$ cat src/rtl/router_arbiter.sv
// Four-requester round-robin arbiter routing words to four registered output ports.
// Grants are combinational; a blocked destination never stalls requests to free ports.
module router_arbiter #(
    parameter int DW   = 16,
    parameter int NSRC = 4,
    parameter int NDST = 4
) (
    input  logic            clk,
    input  logic            rst,
    input  logic            en,
    input  logic [3:0]      src_valid,
    input  logic [4*DW-1:0] src_data,
    input  logic [7:0]      src_dest,
    output logic [3:0]      src_ready,
    output logic [3:0]      out_valid,
    output logic [DW-1:0]   out_data_0,
    output logic [DW-1:0]   out_data_1,
    output logic [DW-1:0]   out_data_2,
    output logic [DW-1:0]   out_data_3,
    input  logic [3:0]      out_ready,
    output logic [15:0]     xfer_cnt
);

    logic [1:0]    ptr;
    logic [DW-1:0] word [NSRC];
    logic [1:0]    dest [NSRC];
    logic [DW-1:0] port_data [NDST];
    logic [3:0]    port_free;
    logic [3:0]    eligible;
    logic [3:0]    grant;
    logic [1:0]    gidx;
    logic [1:0]    idx;
    logic          found;
    logic          xfer;
    logic [3:0]    load;

    always_comb begin
        for (int i = 0; i < NSRC; i++) begin
            word[i] = src_data[i*DW +: DW];
            dest[i] = src_dest[2*i +: 2];
        end
    end

    // A port can take a new word if it is empty or is being drained this cycle.
    assign port_free = ~out_valid | out_ready;

    always_comb begin
        for (int i = 0; i < NSRC; i++) begin
            eligible[i] = rst & en & src_valid[i] & port_free[dest[i]];
        end
    end

    // Rotating first-eligible search starting at ptr.
    always_comb begin
        grant = '0;
        gidx  = '0;
        idx   = '0;
        found = 1'b0;
        for (int k = 0; k < NSRC; k++) begin
            idx = ptr + 2'(k);
            if (!found && eligible[idx]) begin
                grant[idx] = 1'b1;
                gidx       = idx;
                found      = 1'b1;
            end
        end
    end

    assign src_ready = grant;
    assign xfer      = found;

    always_comb begin
        load = '0;
        if (xfer) begin
            load[dest[gidx]] = 1'b1;
        end
    end

    always_ff @(posedge clk or negedge rst) begin
        if (!rst) begin
            ptr      <= '0;
            xfer_cnt <= '0;
        end else if (xfer) begin
            ptr      <= gidx + 2'd1;
            xfer_cnt <= xfer_cnt + 16'd1;
        end
    end

    // A load wins over a drain on the same port, so the word is replaced without a bubble.
    always_ff @(posedge clk or negedge rst) begin
        if (!rst) begin
            out_valid <= '0;
            for (int d = 0; d < NDST; d++) begin
                port_data[d] <= '0;
            end
        end else begin
            for (int d = 0; d < NDST; d++) begin
                if (load[d]) begin
                    out_valid[d] <= 1'b1;
                    port_data[d] <= word[gidx];
                end else if (out_ready[d]) begin
                    out_valid[d] <= 1'b0;
                end
            end
        end
    end

    assign out_data_0 = port_data[0];
    assign out_data_1 = port_data[1];
    assign out_data_2 = port_data[2];
    assign out_data_3 = port_data[3];

endmodule
$ cat config.mk
export PLATFORM = sky130hd
export DESIGN_NAME = router_arbiter
export DESIGN_NICKNAME = d
export VERILOG_FILES = /design/src/rtl/router_arbiter.sv
export SDC_FILE = /design/constraint.sdc
export NUM_CORES = 1
export LEC_CHECK = 0
export ABC_CLOCK_PERIOD_IN_PS = 3700
export BUFFER_PORTS_ARGS = -buffer_cell sky130_fd_sc_hd__buf_2
export CORE_MARGIN = 1.5
export CORE_UTILIZATION = 35
export CTS_CLUSTER_SIZE = 10
export DETAILED_ROUTE_END_ITERATION = 8
export PLACE_DENSITY_LB_ADDON = 0.2
export SYNTH_ARGS = -nofsm -noshare
export SYNTH_HDL_FRONTEND = slang
export SYNTH_SLANG_ARGS = --single-unit
$ cat constraint.sdc
create_clock -name clk -period 3.7 [get_ports clk]
set_clock_uncertainty 0.1 [all_clocks]
set_input_delay 0.185 -clock clk [delete_from_list [all_inputs] [get_ports clk]]
set_output_delay 0.185 -clock clk [all_outputs]
set_load 0.05 [all_outputs]
; Word-level counts from Yosys, hierarchy flattened
; Index checks and enable logic that the tools add are counted.
[word_totals]
output_inout_bits = 88
wordCells = 113
inputBits = 83
reg_bits = 86
[classes]
addsub = 5
n_mux = 53
order_cmp = 15
n_reduce_logical = 15
bitwise_logic = 15
[op_table]
columns = operator, count
row1 = $bmux W16 S2, 1
row2 = $mux W16, 2
row3 = $lt A2 B3 Y1 const B, 9
row4 = $mux W1, 25
row5 = $mux W4, 5
row6 = $add A16 B1 Y16 const B, 1
row7 = $bmux W1 S2, 8
row8 = $or A4 B4 Y4, 4
row9 = $mux W2, 6
row10 = $demux W1 S2, 5
row11 = $ge A2 B1 Y1 const B, 5
row12 = $and A1 B1 Y1, 9
row13 = $logic_and A1 B1 Y1, 8
row14 = $reduce_bool A2 Y1, 4
row15 = $add A2 B1 Y2 const B, 2
row16 = $add A2 B2 Y2 const B, 2
row17 = $bmux W2 S2, 1
row18 = $not A4 Y4, 1
row19 = $ge A3 B3 Y1 const B, 1
row20 = $logic_not A1 Y1, 3
row21 = $not A2 Y3, 1

; Longest topological paths before layout
; Gate-level depths: netlist of the first run.
[depth]
word_depth = 27
depth_mapped = 14

; Worst setup path before layout of the first run
; No wires, ideal clock.
[synth_timing]
path_kind = register to register
start = reg ptr[0]
end = reg port_data (netlist bit out_data_0[10])
path_slack_ps = -211
n_path_buf = 2
stages_incl_launch_ff = 14
required_ps = 3475
setup_ps = 125
arrival_ps = 3686
period_less_slack_ps = 3911
path_cell_list = dfrtp_1 -> clkbuf_1 -> clkinv_1 -> ha_1 -> inv_1 -> a311o_1 -> o32ai_1 -> o2bb2ai_1 -> nor4_2 -> o41ai_4 -> nand3b_1 -> o32ai_4 -> buf_6 -> mux2_4
[synth_via]
elab_chain_cells = 21
word_cells_on_any_way = 38
[synth_rtl]
columns = element, line
row1 = "start, declared", 24  ; logic [1:0] ptr;
row2 = "start signal, assigned", 84  ; ptr <= gidx + 2'd1;
row3 = "parallel branches: the longest is 21 deep, another holds $add A2 B1 Y2", -
row4 = "end signal, assigned by index", 100  ; port_data[d] <= word[gidx];
row5 = "end, declared", 27  ; logic [DW-1:0] port_data [NDST];
; Several ways; the timed one is not identified. The select of a mux whose other input is x is not followed.
; A chain may end at the register's enable or synchronous reset.

; Worst setup path in the final report of the first run
[layout_timing]
start = reg out_valid[2]
end = reg port_data (netlist bit out_data_2[8])
[layout_via]
elab_chain_cells = 26
word_cells_on_any_way = 49
[layout_rtl]
columns = element, line
row1 = "start, declared", 15  ; output logic [3:0] out_valid,
row2 = "start signal, assigned", 92  ; out_valid <= '0;
row3 = "start signal, assigned by index", 99  ; out_valid[d] <= 1'b1;
row4 = "start signal, assigned by index", 102  ; out_valid[d] <= 1'b0;
row5 = $not A4 Y4 (*), 45  ; assign port_free = ~out_valid | out_ready;
row6 = $or A4 B4 Y4 (*), 45
row7 = $bmux W1 S2, 49  ; eligible[i] = rst & en & src_valid[i] & port_free[dest[i]];
row8 = $mux W1 (implied by the code), 49
row9 = $and A1 B1 Y1, 49
row10 = $bmux W1 S2, 61  ; if (!found && eligible[idx]) begin
row11 = $mux W1 (implied by the code), 61
row12 = $mux W1, 61
row13 = [9 not listed], -
row14 = $not A2 Y3 (implied by the code), "75, 100"
row15 = $bmux W2 S2, 75  ; load[dest[gidx]] = 1'b1;
row16 = $mux W2 (implied by the code) (2 in series), 75
row17 = $lt A2 B3 Y1 (implied by the code) or $ge A2 B1 Y1 (tied branches), 75
row18 = $logic_and A1 B1 Y1 (implied by the code), 75
row19 = $mux W1 (implied by the code), 75
row20 = $demux W1 S2, 75
row21 = $mux W4, 74  ; if (xfer) begin
; Every way passes the cells marked *; elsewhere a longest branch is shown, timed or not. The select of a mux whose other input is x is not followed.

==> results of run 1 <==
==> Yosys cell counts (2+ instances only) <==
cell type and instances:
inv_2 2, a221oi_1 2, o21ai_0 6, xnor2_1 12, mux2_2 31, a21boi_0 2
dfrtp_1 86, clkbuf_1 3, a22oi_1 9, or2_1 3, a21oi_1 2, mux2i_1 3
nor3b_1 2, nand2b_1 5, nor4_1 2, and2_1 3, o211ai_1 3, nand3_1 12
nor2_1 16, a221o_1 3, nand2_1 10, buf_6 4, nor3_1 4, o32ai_4 2
and3_1 2, clkinv_1 2, buf_8 3, mux2_4 36, mux4_2 20, nor2b_1 8
a31o_2 2, nand4_1 3, ha_1 5, nand3b_1 2, inv_1 5, a32oi_4 2
xor2_1 4
==> tightest hold or removal path: cells and delay by family <==
family | cells | cell delay, ns
buffers and inverters | 1 | 0.15
and+or+nand+nor | 2 | 0.21
==> logic make-up after synthesis <==
family	after synthesis
and+or+nand+nor	81
xor gates and xnor gates	16
muxes	90
buffers and inverters	22
DFF	86
adders and majority gates	5
AOI/OAI and AO/OA	49
==> per-stage QoR <==
step / setup TNS (ns) / area, um^2
finish: 0 / 6660
global route: -0.382 / 6660
CTS: 0 / 6410
detailed placement: -0.0838 / 6070
global placement: -0.00407 / 6070
floorplan: 0 / 4870
==> sequential cells by signal, summed over array words and instances, names as in the netlist <==
register and cells:
out_data_1 16, out_data_0 16, ptr 2, out_data_2 16, out_data_3 16, out_valid 4, xfer_cnt 16
==> repair_timing <==
| item | CTS | global route |
|---|---|---|
| pin swaps | 0 | 5 |
| cloned | 0 | 1 |
| endpoints found under the hold margin | 18 | 0 |
| hold buffers | 1 | 0 |
| endpoints found under the setup margin | 40 | 66 |
| gates resized for setup | 1 | 22 |
| buffers inserted | 0 | 15 |
==> layer usage <==
metal / vias to the layer above / global-route usage / part of all wire
met2: 144 / 0.286 / 0.47
li1: 1759 / - / -
met3: 13 / 0.0387 / 0.057
met4: 0 / 0.0522 / 0.012
met5: - / 0 / 0
met1: 1862 / 0.255 / 0.46
==> cell type report <==
| cell class | instances | area (um^2) |
|---|---|---|
| fillers | 1234 | 6690 |
| multi-input cells | 241 | 2660 |
| flip-flops and latches | 86 | 2160 |
| repair buffers | 213 | 1260 |
| clock buffers | 10 | 239 |
| well taps | 176 | 220 |
| clock inverters | 6 | 92.6 |
| inverters | 9 | 35.0 |
==> how the worst max path moves through the flow <==
stage,start,end,slack [ns],cells after the start
2_1_floorplan,out_valid[2],out_data_0[10],0.01,11
3_3_place_gp,out_valid[2],out_data_2[7],-0.004,9
3_5_place_dp,out_valid[2],out_data_2[7],-0.01,9
4_1_cts,out_valid[2],out_data_1[8],0.009,11
5_1_grt,out_valid[2],out_data_0[5],-0.03,12
6_report,out_valid[2],out_data_2[8],0.07,11
==> metrics.md, run 1 <==
| Metric | Value |
|---|---|
| Status | `completed` |
| Post-synth top area share | `0.444` |
| Post-synthesis xor/xnor area fraction | `0.0289` |
| PortBufs | `170` |
| Hold Worst Slack | `about 0.14 ns` |
| I/O pin cnt | `around 170` |
| Final worst slack | `roughly 0.075 ns` |
| Max incr delay on CP | `0.54 ns` |
| DRC errors left | `0` |
| Vias | `around 3800` |
| Reg2Reg Capture Point | `out_data_2[8]` |
| Die height | `roughly 120 um` |
| Crit Path Max Fanout | `7` |
| Antenna-violating nets left | `0` |
| Synth top area cells | `dfrtp_1 44%, mux2_4 11%, mux4_2 9.3%, mux2_2 7.2%, xnor2_1 2.2%` |
| Post-Syn Area per Cell | `~14 um^2` |
| #FFs+latches synth | `86` |
| Layout area overhead | `37.5%` |
| Synth Flop Type | `dfrtp_1` |
| Final Core Density | `0.499` |
| CP Capture Type | `register` |
| Detailed Place HPWL | `9850 um` |
| Critical path class | `reg -> reg` |
| Synth Area in Simple Gates | `0.0977` |
| Synthesized instance count | `~350` |
| Post-synth EDFFs | `0` |
| CTS Root Cell | `clkbuf_16` |
| H-tree depth | `3` |
| Synth Area in Adders | `0.0129` |
| Die Area | `between 10000 and 15000 um^2` |
| Multiplexer area fraction after synthesis | `0.283` |
| Final Hold Viols | `0` |
| Fmax achieved | `between 200 and 300 MHz` |
| Hold Path Origin | `out_ready[2]` |
| Hold EP | `out_valid[2]` |
| Synth Net Count | `between 400 and 500` |
| Wire length per cell | `17.8 um` |
| Total grt overflow | `0` |
| Final GP Congestion | `a little over 0.9` |
| Routed WL | `~13000 um` |
| Compound-Gate Fraction of Synth Area | `0.102` |
| Place WS | `-0.0146 ns` |
| Die Span X | `121 um` |
| GR Util All Layers | `0.182` |
| Worst path cell trace | `nor2b_4 > a221oi_1 > buf_4 > nand2_1 > mux4_2 > a21oi_2 > a2bb2oi_2 > mux2_4 > a32oi_4 > clkbuf_16 > mux2_4` |
| Drt pass-1 iters | `4` |
| Sequential area share after synthesis | `0.444` |
| Antenna Diode Count | `0` |
| Max-slew headroom | `0.406` |
| Post-synth ARST share | `1.00` |
| CP max-delay cell | `mux4_2` |
| Clk slew on worst S/H paths | `0.07 ns` |
| Cell count of the worst reg-to-reg path | `11` |
| Starting Density | `0.363` |
| Most common cell after layout, fill and taps aside | `buf_2` |
| Initial antenna violation count | `0` |
| Max-cap violations | `0` |
| Cell taking the most area after synthesis | `dfrtp_1` |
| # rows | `between 40 and 50` |
| Flop2flop setup slack | `0.07 ns` |
| CP bufs+invs | `2` |
| Critical Path Start Type | `register` |
| Delay-heaviest family, CP | `multiplexers` |
| Clk sinks | `86` |
| Library cells used by synthesis | `65` |
| Worst Hold Class | `in -> reg` |
| RR Startpoint | `out_valid[2]` |
| Core Region | `13300 um^2` |
| Syn. warnings | `0` |
| Slew Limit Fails | `0` |
| Largest family of logic cells by synthesized area | `multiplexers` |
| Final setup viols | `0` |
| Largest net degree at the start of global routing | `69` |
| Vias in the first global route | `between 3000 and 4000` |
| CP dominant cell by count | `mux2_4` |
| Final Net Count | `between 600 and 700` |
| Critical Path RT | `3.83 ns` |
| Minimum clock period | `3.63 ns` |
| Fraction of layout cells with a size suffix above 1 | `0.623` |
| Final worst path period share | `0.980` |
| Most frequent cells in the layout | `169 x buf_2, 82 x dfrtp_1, 37 x mux2_4` |
| Cell Area, Synth | `4840 um^2` |
| Post-DR vias/cell | `5.10` |
| Hold path depth | `3` |
| CTS Buffer Depth | `2` |
| Worst-Skew Late Latency | `roughly 0.34 ns` |
| CTS tree | `built` |
| Initial DRC Count | `~250` |
| Worst slew pin tran | `roughly 0.9 ns` |
| Inserted Clock Buffers | `9` |
| Global-route wire length before repair | `20500 um` |
| CP arrival | `3.75 ns` |
| Placed cells | `between 700 and 800` |
| Post-route insts no fill | `between 700 and 800` |
Power of run 1 is not shown: default switching activity piles up to over one toggle a cycle in this logic, so the estimate is an artifact.
==> inputs of run 2 (changes only) <==
--- a/config.mk
+++ b/config.mk
@@ -11,6 +11,7 @@
 export CORE_UTILIZATION = 35
 export CTS_CLUSTER_SIZE = 10
 export DETAILED_ROUTE_END_ITERATION = 8
+export MAX_ROUTING_LAYER = met4
 export PLACE_DENSITY_LB_ADDON = 0.2
 export SYNTH_ARGS = -nofsm -noshare
 export SYNTH_HDL_FRONTEND = slang
==> run 2 against run 1 <==
- the flow now finishes with violations (hold timing)
- critical path depth down 1
- die area unchanged
- sequential share of layout area about the same
- critical path type unchanged
==> metrics.md, run 2 (synthesis gave the netlist of run 1 again) <==
| Metric | Value |
|---|---|
| H-tree depth | `3 (unchanged)` |
| Status | `finished, violations left` |
| Largest net degree at the start of global routing | `69 (unchanged)` |
| Post-DR vias/cell | `5.15 (+0.95%)` |
| Max-slew headroom | `0.396 (-0.0103)` |
| Most frequent cells in the layout | `169 x buf_2, 82 x dfrtp_1, 36 x mux2_4` |
| Routed WL | `13400 um (+1.3%)` |
| Inserted Clock Buffers | `9 (unchanged)` |
| Antenna-violating nets left | `0 (unchanged)` |
| Die height | `121 um (unchanged)` |
| Placed cells | `711 (+0.42%)` |
| Fmax achieved | `278 MHz (+0.77%)` |
| Fillcell total | `1214 (-1.6%)` |
| Core Region | `13300 um^2 (unchanged)` |
| Minimum clock period | `3.60 ns (-0.0277 ns)` |
| Area occupied by multi-input gates | `2690 um^2 (+1.4%)` |
| Total grt overflow | `0 (unchanged)` |
| Critical Path Start Type | `register` |
| Final setup viols | `0 (unchanged)` |
| DRC errors left | `0 (unchanged)` |
| Starting Density | `0.363 (unchanged)` |
| Global-route wire length before repair | `21000 um (+2.7%)` |
| Initial DRC Count | `205 (-17%)` |
| Slew Limit Fails | `0 (unchanged)` |
| I/O pin cnt | `171 (unchanged)` |
| CTS Buffer Depth | `2 (unchanged)` |
| Clk sinks | `86 (unchanged)` |
| Drt pass-1 iters | `4 (unchanged)` |
| CTS tree | `built` |
| Max-cap violations | `0 (unchanged)` |
| Unrepaired setup endpoints after global routing | `false` |
| Die Span X | `121 um (unchanged)` |
| Vias | `3788 (+0.26%)` |
| Final Hold Viols | `12 (+12)` |
| Final Net Count | `643 (-0.77%)` |
| Crit Path Max Fanout | `6 (-1)` |
| Place WS | `-0.0654 ns (-0.0508 ns)` |
| Hold Worst Slack | `-0.00426 ns (-0.142 ns)` |
| CTS Root Cell | `clkbuf_16` |
| Initial antenna violation count | `0 (unchanged)` |
| Most common cell after layout, fill and taps aside | `buf_2` |
| Worst slew pin tran | `0.907 ns (+0.0154 ns)` |
| Antenna Diode Count | `0 (unchanged)` |
| Layout area overhead | `37.6% (about the same)` |
| Fraction of layout cells with a size suffix above 1 | `0.618 (-0.00515)` |
| Critical Path RT | `3.83 ns (about the same)` |
| Detailed Place HPWL | `9930 um (+0.89%)` |
| Critical path class | `reg -> reg` |
| CP Capture Type | `register` |
| Vias in the first global route | `4028 (+5.9%)` |
| Final worst path period share | `0.972 (-0.00749)` |
| Final GP Congestion | `0.878 (-3.4%)` |
| Worst Hold Class | `in -> async` |
| Worst-Skew Late Latency | `0.34 ns (about the same)` |
| Post-route insts no fill | `736 (-0.67%)` |
| Final worst slack | `0.102 ns (+0.0277 ns)` |
| GR Util All Layers | `0.194 (+0.0111)` |
| FF+latch area | `2160 um^2 (unchanged)` |
| Die Area | `14500 um^2 (unchanged)` |
| CP arrival | `3.73 ns (-0.02 ns)` |
| Clk slew on worst S/H paths | `0.06 ns (about the same)` |
| # rows | `42 (unchanged)` |
| Wire length per cell | `18.1 um (+2.0%)` |
| PortBufs | `170 (unchanged)` |
| Failing checks | `hold timing` |
==> run 2: worst max-delay path: stages, from the launching register on <==
cell       delay (ns)
dfrtp_2          0.40
nor2b_4          0.15
a221o_1          0.41
or2_1            0.24
mux4_2           0.57
a21oi_4          0.19
a2bb2oi_4        0.19
mux2_2           0.38
a32oi_4          0.31
clkbuf_16        0.24
mux2_4           0.30
==> run 2: layout make-up <==
class                      count  area share
multi-input combinational    241       0.404
sequential                    86       0.324
timing repair buffer         208       0.187
clock buffer                  11      0.0379
tap                          176      0.0330
clock inverter                 5     0.00864
inverter                       9     0.00526
==> run 2: timing repair <==
item                       in CTS  in global routing
gates cloned                    0                  1
hold endpoints to repair       18                  0
pin swaps                       2                  8
hold buffers                    1                  0
setup buffers                   2                  6
resized for setup               1                 29
setup endpoints to repair      49                 66
==> run 2: layer usage <==
metal / global-route usage / vias to the layer above / part of all wire
met5: - / - / 0
met4: 0.0493 / 0 / 0.0069
met3: 0.0420 / 6 / 0.056
met2: 0.314 / 144 / 0.48
met1: 0.248 / 1897 / 0.46
li1: - / 1741 / -
==> run 2: path summary, 6_finish.rpt <==
kind	from	to	slack, ns	depth (start not counted)
worst min-delay path	rst	out_data_2[5]	-0.004	3
worst max register to register	out_valid[0]	out_data_2[7]	0.10	10
worst max-delay path	out_valid[0]	out_data_2[7]	0.10	10
min in group clk	out_ready[1]	out_valid[1]	0.16	3
worst min register to register	xfer_cnt[15]	xfer_cnt[15]	0.38	1
max in group asynchronous	rst	out_data_3[11]	2.31	4
==> run 2: metrics by stage <==
step,instance area (um^2),TNS [ns],util
after floorplan,4870,0,-
after global placement,6120,-0.119,0.458
after detailed placement,6120,-0.900,0.458
after CTS,6450,0,0.484
after global routing,6660,0,0.499
final,6660,0,0.499
Power of run 2 is left out for the same reason.
